--- src/rtl/mmul_pkg.sv ---
// Shared types and elaboration helpers for the streaming
// matrix-vector systolic engine.
package mmul_pkg;

    typedef enum logic [1:0] {
        COMPUTE = 2'd0,
        DRAIN   = 2'd1,
        LOAD    = 2'd2
    } state_t;

    function automatic int clog2(input int v);
        int r;
        int t;
        r = 0;
        t = v - 1;
        while (t > 0) begin
            r++;
            t = t >> 1;
        end
        return r;
    endfunction

    // Result lanes must hold a full-width product summed N times.
    function automatic bit rw_legal(input int n, input int dw, input int rw);
        return rw >= 2 * dw + clog2(n);
    endfunction

endpackage

--- src/rtl/mmul_pe.sv ---
// One weight-stationary processing element: holds a weight,
// forwards the activation right and the updated psum down.
module mmul_pe
    import mmul_pkg::*;
#(
    parameter int DW = 8,
    parameter int RW = 32
) (
    input  logic          clk,
    input  logic          reset,
    input  logic          en,
    input  logic          w_we,
    input  logic [DW-1:0] w_in,
    input  logic          signed_flag,
    input  logic [DW-1:0] x_in,
    input  logic [RW-1:0] psum_in,
    output logic [DW-1:0] x_out,
    output logic [RW-1:0] psum_out
);

    logic [DW-1:0]   w;
    logic [2*DW-1:0] xe;
    logic [2*DW-1:0] we;
    logic [2*DW-1:0] prod;
    logic [RW-1:0]   prod_ext;

    // Extend operands to product width so one multiply serves both modes.
    always_comb begin
        xe       = {{DW{signed_flag & x_in[DW-1]}}, x_in};
        we       = {{DW{signed_flag & w[DW-1]}}, w};
        prod     = xe * we;
        prod_ext = {{(RW-2*DW){signed_flag & prod[2*DW-1]}}, prod};
    end

    // Weight register, written only while loading.
    always_ff @(posedge clk) begin
        if (reset) begin
            w <= '0;
        end else if (w_we) begin
            w <= w_in;
        end
    end

    // Activation and partial-sum pipeline registers, frozen on stall.
    always_ff @(posedge clk) begin
        if (reset) begin
            x_out    <= '0;
            psum_out <= '0;
        end else if (en) begin
            x_out    <= x_in;
            psum_out <= psum_in + prod_ext;
        end
    end

endmodule

--- src/rtl/mmul_stream_array.sv ---
// N x N weight-stationary systolic matrix-vector engine with
// AXI-Stream in/out, backpressure stall and drained weight reload.
module mmul_stream_array
    import mmul_pkg::*;
#(
    parameter int N            = 4,
    parameter int DATA_WIDTH   = 8,
    parameter int RESULT_WIDTH = 32
) (
    input  logic                         clk,
    input  logic                         reset,
    input  logic                         load_weight,
    input  logic                         signed_mode,
    input  logic [N*DATA_WIDTH-1:0]      s_axis_tdata,
    input  logic                         s_axis_tvalid,
    output logic                         s_axis_tready,
    input  logic                         s_axis_tlast,
    output logic [N*RESULT_WIDTH-1:0]    m_axis_tdata,
    output logic                         m_axis_tvalid,
    input  logic                         m_axis_tready,
    output logic                         m_axis_tlast,
    output logic                         busy
);

    localparam int DW    = DATA_WIDTH;
    localparam int RW    = RESULT_WIDTH;
    localparam int DEPTH = 2 * N;
    localparam int CW    = clog2(N);

    if (!rw_legal(N, DATA_WIDTH, RESULT_WIDTH)) begin : g_bad_rw
        $error("RESULT_WIDTH too small for N and DATA_WIDTH");
    end

    state_t        state;
    state_t        state_nxt;
    logic [CW-1:0] row_cnt;
    logic          sflag;
    logic          stall;
    logic          en;
    logic          drained;
    logic          s_fire;
    logic          cmp_fire;
    logic          ld_fire;
    logic          last_row;

    logic [DEPTH-1:0]  vld;
    logic [DEPTH-1:0]  lst;
    logic [N*RW-1:0]   col_out;

    logic [DW-1:0] act  [N][N+1];
    logic [RW-1:0] psum [N+1][N];

    assign stall    = m_axis_tvalid & ~m_axis_tready;
    assign en       = ~stall;
    assign drained  = ~(|vld) & ~m_axis_tvalid;
    assign last_row = (row_cnt == CW'(N - 1));
    assign s_fire   = s_axis_tvalid & s_axis_tready;
    assign cmp_fire = s_fire & (state == COMPUTE);
    assign ld_fire  = s_fire & (state == LOAD);

    // Next-state, input ready and busy decode.
    always_comb begin
        state_nxt     = state;
        s_axis_tready = 1'b0;
        busy          = (state != COMPUTE) | (|vld) | m_axis_tvalid;
        unique case (state)
            COMPUTE: begin
                s_axis_tready = en & ~load_weight;
                if (load_weight) begin
                    state_nxt = DRAIN;
                end
            end
            DRAIN: begin
                if (drained) begin
                    state_nxt = LOAD;
                end
            end
            LOAD: begin
                s_axis_tready = en;
                if (s_axis_tvalid & en & last_row) begin
                    state_nxt = COMPUTE;
                end
            end
            default: state_nxt = COMPUTE;
        endcase
    end

    // State register.
    always_ff @(posedge clk) begin
        if (reset) begin
            state <= COMPUTE;
        end else begin
            state <= state_nxt;
        end
    end

    // Weight row counter and arithmetic mode, latched on entry to LOAD.
    always_ff @(posedge clk) begin
        if (reset) begin
            row_cnt <= '0;
            sflag   <= 1'b0;
        end else if (state == DRAIN && drained) begin
            row_cnt <= '0;
            sflag   <= signed_mode;
        end else if (ld_fire) begin
            row_cnt <= last_row ? '0 : row_cnt + 1'b1;
        end
    end

    // Valid/tlast chain and output register, advancing with the array.
    always_ff @(posedge clk) begin
        if (reset) begin
            vld           <= '0;
            lst           <= '0;
            m_axis_tvalid <= 1'b0;
            m_axis_tlast  <= 1'b0;
            m_axis_tdata  <= '0;
        end else if (en) begin
            vld           <= {vld[DEPTH-2:0], cmp_fire};
            lst           <= {lst[DEPTH-2:0], cmp_fire & s_axis_tlast};
            m_axis_tvalid <= vld[DEPTH-1];
            m_axis_tlast  <= lst[DEPTH-1];
            m_axis_tdata  <= col_out;
        end
    end

    for (genvar i = 0; i < N; i++) begin : g_skew
        logic [DW-1:0] sr [0:i];

        // Input register plus i skew stages; bubbles enter as zero.
        always_ff @(posedge clk) begin
            if (reset) begin
                for (int d = 0; d <= i; d++) begin
                    sr[d] <= '0;
                end
            end else if (en) begin
                sr[0] <= cmp_fire ? s_axis_tdata[i*DW +: DW] : '0;
                for (int d = 1; d <= i; d++) begin
                    sr[d] <= sr[d-1];
                end
            end
        end

        assign act[i][0] = sr[i];
    end

    for (genvar j = 0; j < N; j++) begin : g_top
        assign psum[0][j] = '0;
    end

    for (genvar i = 0; i < N; i++) begin : g_row
        for (genvar j = 0; j < N; j++) begin : g_col
            mmul_pe #(
                .DW(DW),
                .RW(RW)
            ) u_pe (
                .clk        (clk),
                .reset      (reset),
                .en         (en),
                .w_we       (ld_fire && row_cnt == CW'(i)),
                .w_in       (s_axis_tdata[j*DW +: DW]),
                .signed_flag(sflag),
                .x_in       (act[i][j]),
                .psum_in    (psum[i][j]),
                .x_out      (act[i][j+1]),
                .psum_out   (psum[i+1][j])
            );
        end
    end

    for (genvar j = 0; j < N; j++) begin : g_dsk
        localparam int D = N - 1 - j;
        if (D == 0) begin : g_pass
            assign col_out[j*RW +: RW] = psum[N][j];
        end else begin : g_dly
            logic [RW-1:0] sr [0:D-1];

            // Deskew so every column of a row lands on the same cycle.
            always_ff @(posedge clk) begin
                if (reset) begin
                    for (int d = 0; d < D; d++) begin
                        sr[d] <= '0;
                    end
                end else if (en) begin
                    sr[0] <= psum[N][j];
                    for (int d = 1; d < D; d++) begin
                        sr[d] <= sr[d-1];
                    end
                end
            end

            assign col_out[j*RW +: RW] = sr[D-1];
        end
    end

endmodule

--- config.mk ---
export PLATFORM = sky130hd
export DESIGN_NAME = mmul_stream_array
export DESIGN_NICKNAME = d
export VERILOG_FILES = /design/src/rtl/mmul_pkg.sv /design/src/rtl/mmul_pe.sv /design/src/rtl/mmul_stream_array.sv
export SDC_FILE = /design/constraint.sdc
export NUM_CORES = 2
export LEC_CHECK = 0
export BUFFER_PORTS_ARGS = -buffer_cell sky130_fd_sc_hd__clkbuf_2
export CORE_MARGIN = 2
export CORE_UTILIZATION = 60
export CTS_CLUSTER_SIZE = 8
export DETAILED_ROUTE_END_ITERATION = 7
export PLACE_DENSITY = 0.88
export SYNTH_ARGS = -nofsm -noshare
export SYNTH_HDL_FRONTEND = slang
export SYNTH_SLANG_ARGS = --single-unit
--- constraint.sdc ---
create_clock -name clk -period 11.75 [get_ports clk]
set_input_delay 0.5875 -clock clk [delete_from_list [all_inputs] [get_ports clk]]
set_output_delay 0.5875 -clock clk [all_outputs]
set_load 0.005 [all_outputs]
==> impl.org <==
** Outcome
- The run finished with clean final reports.

** Timing
- Clock skew on the completed layout was measured at 80.18 ps.
- Final worst setup slack :: 3485 ps
- Max Freq :: 0.1210 GHz
- Total count of max-transition violations in the final report :: 0
- Number of hold violations in the final report :: 0
- Slew @ Worst Pin :: 1211 ps
- Min Tclk post-route :: 8265 ps
- Crit share post-route :: 0.7034
- Relative slew margins :: 0.1930
- Summed over all failing endpoints, the final setup total negative slack is 0 ps.
- Setup violations remaining at the end of the flow were counted as 0.
- RSZ-0062 raised after global routing :: false

** Worst hold path
- The worst hold path was traced through 2 stages.
- Worst Hold Launch :: s_axis_tlast
- Terminating pin of the worst hold path :: lst[0]
- In this run the worst hold path is classified as input port to flop.

** Floorplanning
- The initial utilization of the core area, before any placement, comes to 0.6033.
- The region available for standard cell placement spans 149400 sq um.
- Die Ht :: 391.6 um
- Site row count :: 142
- From left edge to right edge, the die measures 391.6 um.
- The die covers 153400 sq um.
- Number of primary I/O pins :: 171

** Detailed routing
- Iteration count of the initial detailed-routing pass :: 8
- Wire length per cell after detailed routing :: 18.96 um
- Once detail routing completed, the nets flagged for antenna violations numbered 0.
- Number of design rule violations left after detail routing :: 0
- Routed Wire Length :: 230100 um
- After detailed routing, the number of vias per cell comes to 5.781.
- Number of vias after detailed routing :: 70130
- The detailed router finished its first iteration with 5432 violations.

** Pwr
- Dividing total power by cell area gives a power density of 84.40 nW/um^2.
- Maximum ir drop on the vdd rail :: 139.1 uV
- In this run the static leakage power is 45.09 nW.

** CTS
- Clk_lat worst skew :: 840 ps
- The clock passes through at most 3 buffers.
- In this run the number of H-tree levels came out at 4.
- Post-CTS repair changed the size of 0 cells.
- TritonCTS built the clock tree.
- Clock transition time at the flip-flop clock pins of the worst setup and hold paths :: 50 ps
- For this design, the CTS-stage hold fixing added 0 buffers.
- Number of clock sinks :: 1043
- Number of buffers inserted during clock tree synthesis :: 153
- Post-CTS setup-driven buffer insertion count :: 0
- Clock tree root driver cell :: sky130_fd_sc_hd__clkbuf_16

** Synthesis
- Mapped cell area :: 90140 sq um
- Yosys reg bits :: 1043
- Dominant synthesized flop cell :: sky130_fd_sc_hd__dfxtp_1
- Net count of the mapped netlist :: 11970
- Of the synthesized area, sequential elements account for 0.2618.
- Mean instance size in the synthesized netlist :: 8.858 sq um
- Largest cells by area after synthesis :: sky130_fd_sc_hd__fa_1, sky130_fd_sc_hd__dfxtp_1, sky130_fd_sc_hd__ha_1
- In the synthesized netlist the async set-or-reset flop fraction comes to 0.
- Of the post-synthesis cell area, the dominant cell type holds 0.2265.
- The Yosys step of the flow raised 0 warnings.
- Count of flip-flops with a built-in enable after synthesis :: 272
- In the synthesized netlist, the number of instances is 10180.
- Most area-hungry cell type in the Yosys netlist :: sky130_fd_sc_hd__fa_1
- Number of different library cells in the post-synthesis netlist :: 93

** Job
- The tool flagged a number of max-cap violations equal to 0.

** Global route
- The via count of the first global-routing pass was 73350.
- Across every metal layer, demand over resource in global routing totals 0.3067.
- Antenna violations before repair :: 6
- Entering global routing, the biggest net connects 252 pins.
- Congestion Overflow GR :: 0
- First-pass GRT wire length :: 377300 um

** Critical path
- Register-to-Register Path Depth :: 30
- Stage delay of the slowest cell on the critical path :: 580 ps
- Among all stages on the critical path, the largest delay is contributed by sky130_fd_sc_hd__dfxtp_4.
- The startpoint identified for the worst register-to-register timing path is sflag.
- Cell occurring most often along the worst timing path :: sky130_fd_sc_hd__fa_1
- In this run the worst setup path begins at sflag.
- In this run the register-to-register setup slack is 3480 ps.
- STA puts the critical path data arrival time at 8940 ps.
- Worst reg2reg path endpoint :: g_row[3].g_col[2].u_pe.psum_out[29]
- Startpoint class of the critical path :: flop
- Largest fanout on the critical path :: 81
- Setup Crit Path Kind :: flop to flop
- For the worst setup path, the data required time is 12420 ps.
- Critical Path End Type :: flop

** Place
- Once placement completed, the tool counted placed cells totaling 11870.
- Routability-driven placement finished with a final weighted congestion of 0.9444.
- The count of buffers added on input and output ports is 170.
- In this run the cell area measured after placement is 91890 sq um.
- Before CTS, the worst setup slack after placement is 3576 ps.
- Final HPWL DP :: 167600 um

** Finish
- Area of the multi-input gates :: 59720 sq um
- For this run, the post-layout net count is 11800.
- Excluding fillers, the count of instances in the completed layout stands at 12130.
- Across the whole layout, storage elements account for 23610 sq um.
- The layout has 11330 filler cells.
- Cell area after layout :: 96550 sq um
- Area grow syn2layout :: 7.108%
- Layout cell share with drive strength beyond 1 :: 0.04807
[per-layer routing]
layer	routed length (um)	global-route usage
met4	14020	0.1733
met2	110200	0.5161
met5	33	0
met1	87700	0.3735
met3	18110	0.05179
[worst max-delay path by stage]
stage / end / cells past startpoint
global placement: g_row[3].g_col[2].u_pe.psum_out[29] / 30
CTS: g_row[3].g_col[2].u_pe.psum_out[29] / 30
detailed placement: g_row[3].g_col[2].u_pe.psum_out[29] / 30
global route: g_row[2].g_col[2].u_pe.psum_out[26] / 26
floorplan: g_dsk[0].g_dly.sr[0][0] / 5
finish: g_row[3].g_col[2].u_pe.psum_out[29] / 30
[layout by cell type, fill, tap and decap left out, drive strengths merged, types with 304 or more instances in the layout]
cell type,count
ha,736
and2,832
fa,1020
clkbuf,404
a21oi,813
nor2,304
xnor2,400
dfxtp,771
nand2,1895
inv,1297
[stage by stage]
stage | hold WS, ps | utilization | total power, mW
final | 71.73 | 0.6462 | 8.148
after CTS | 19.45 | 0.6461 | 8.194
after detailed placement | 440.2 | 0.6150 | 3.965
after global routing | 34.86 | 0.6461 | 8.362
after global placement | 426.0 | 0.6150 | 3.959
after floorplan | 416.7 | - | 3.873
[where the power goes]
| group | switching (mW) | total, mW | internal (mW) | leakage, nW |
|---|---|---|---|---|
| sequential | 0.0364 | 3.73 | 3.69 | 9.56 |
| combinational | 0.143 | 0.176 | 0.0333 | 33.3 |
| clock | 1.75 | 4.25 | 2.49 | 2.21 |
| total | 1.93 | 8.15 | 6.22 | 45.1 |
[flip-flops by register name (all words and copies together) (netlist names)]
| name | cells |
|---|---|
| sflag | 1 |
| state | 2 |
| g_row.g_col.u_pe.x_out | 96 |
| vld | 8 |
| lst | 8 |
| g_skew.sr | 80 |
| m_axis_tdata | 128 |
| m_axis_tlast | 1 |
| m_axis_tvalid | 1 |
| g_dsk.g_dly.sr | 192 |
| row_cnt | 2 |
| g_row.g_col.u_pe.w | 128 |
| g_row.g_col.u_pe.psum_out | 396 |
[critical path, delay by kind of cell, from the launching register on]
kind / cells / cell delay (ps)
AOI/OAI and AO/OA: 10 / 2250
DFF: 1 / 580
buffers and inverters: 5 / 670
and+or+nand+nor: 6 / 1270
adders and majority gates: 7 / 2980
xor gates and xnor gates: 2 / 290
[cells by family after synthesis]
kind of cell    after synthesis  synth area share
xor+xnor                    477           0.04683
mux                          15          0.001679
buf+inv                    1821           0.07609
flops                      1043            0.2618
fa+ha+maj                  1757            0.3288
compound gates             1514            0.1001
simple gates               3549            0.1846
[cell usage after synthesis, drive strengths merged, types with 60 or more instances]
cell type and count:
and2 832, or2 79, fa 1020, o21ai 206, inv 1292, edfxtp 272, nor2 304, and3 69
xor2 76, xnor2 400, a21o 132, nand3 100, nand2 1895, ha 736, clkbuf 504, a21oi 813
dfxtp 771, o21bai 60
[final cells by class]
type                    count  share of cell area
clock inverters            22            0.004639
multi-input cells        7312              0.6185
diodes                      5           0.0001296
flip-flops and latches   1043              0.2445
inverters                1294             0.05038
well taps                2016             0.02613
clock buffers             235             0.04346
repair buffers            204             0.01221
Note: power is estimated with default switching activity, not from simulation.
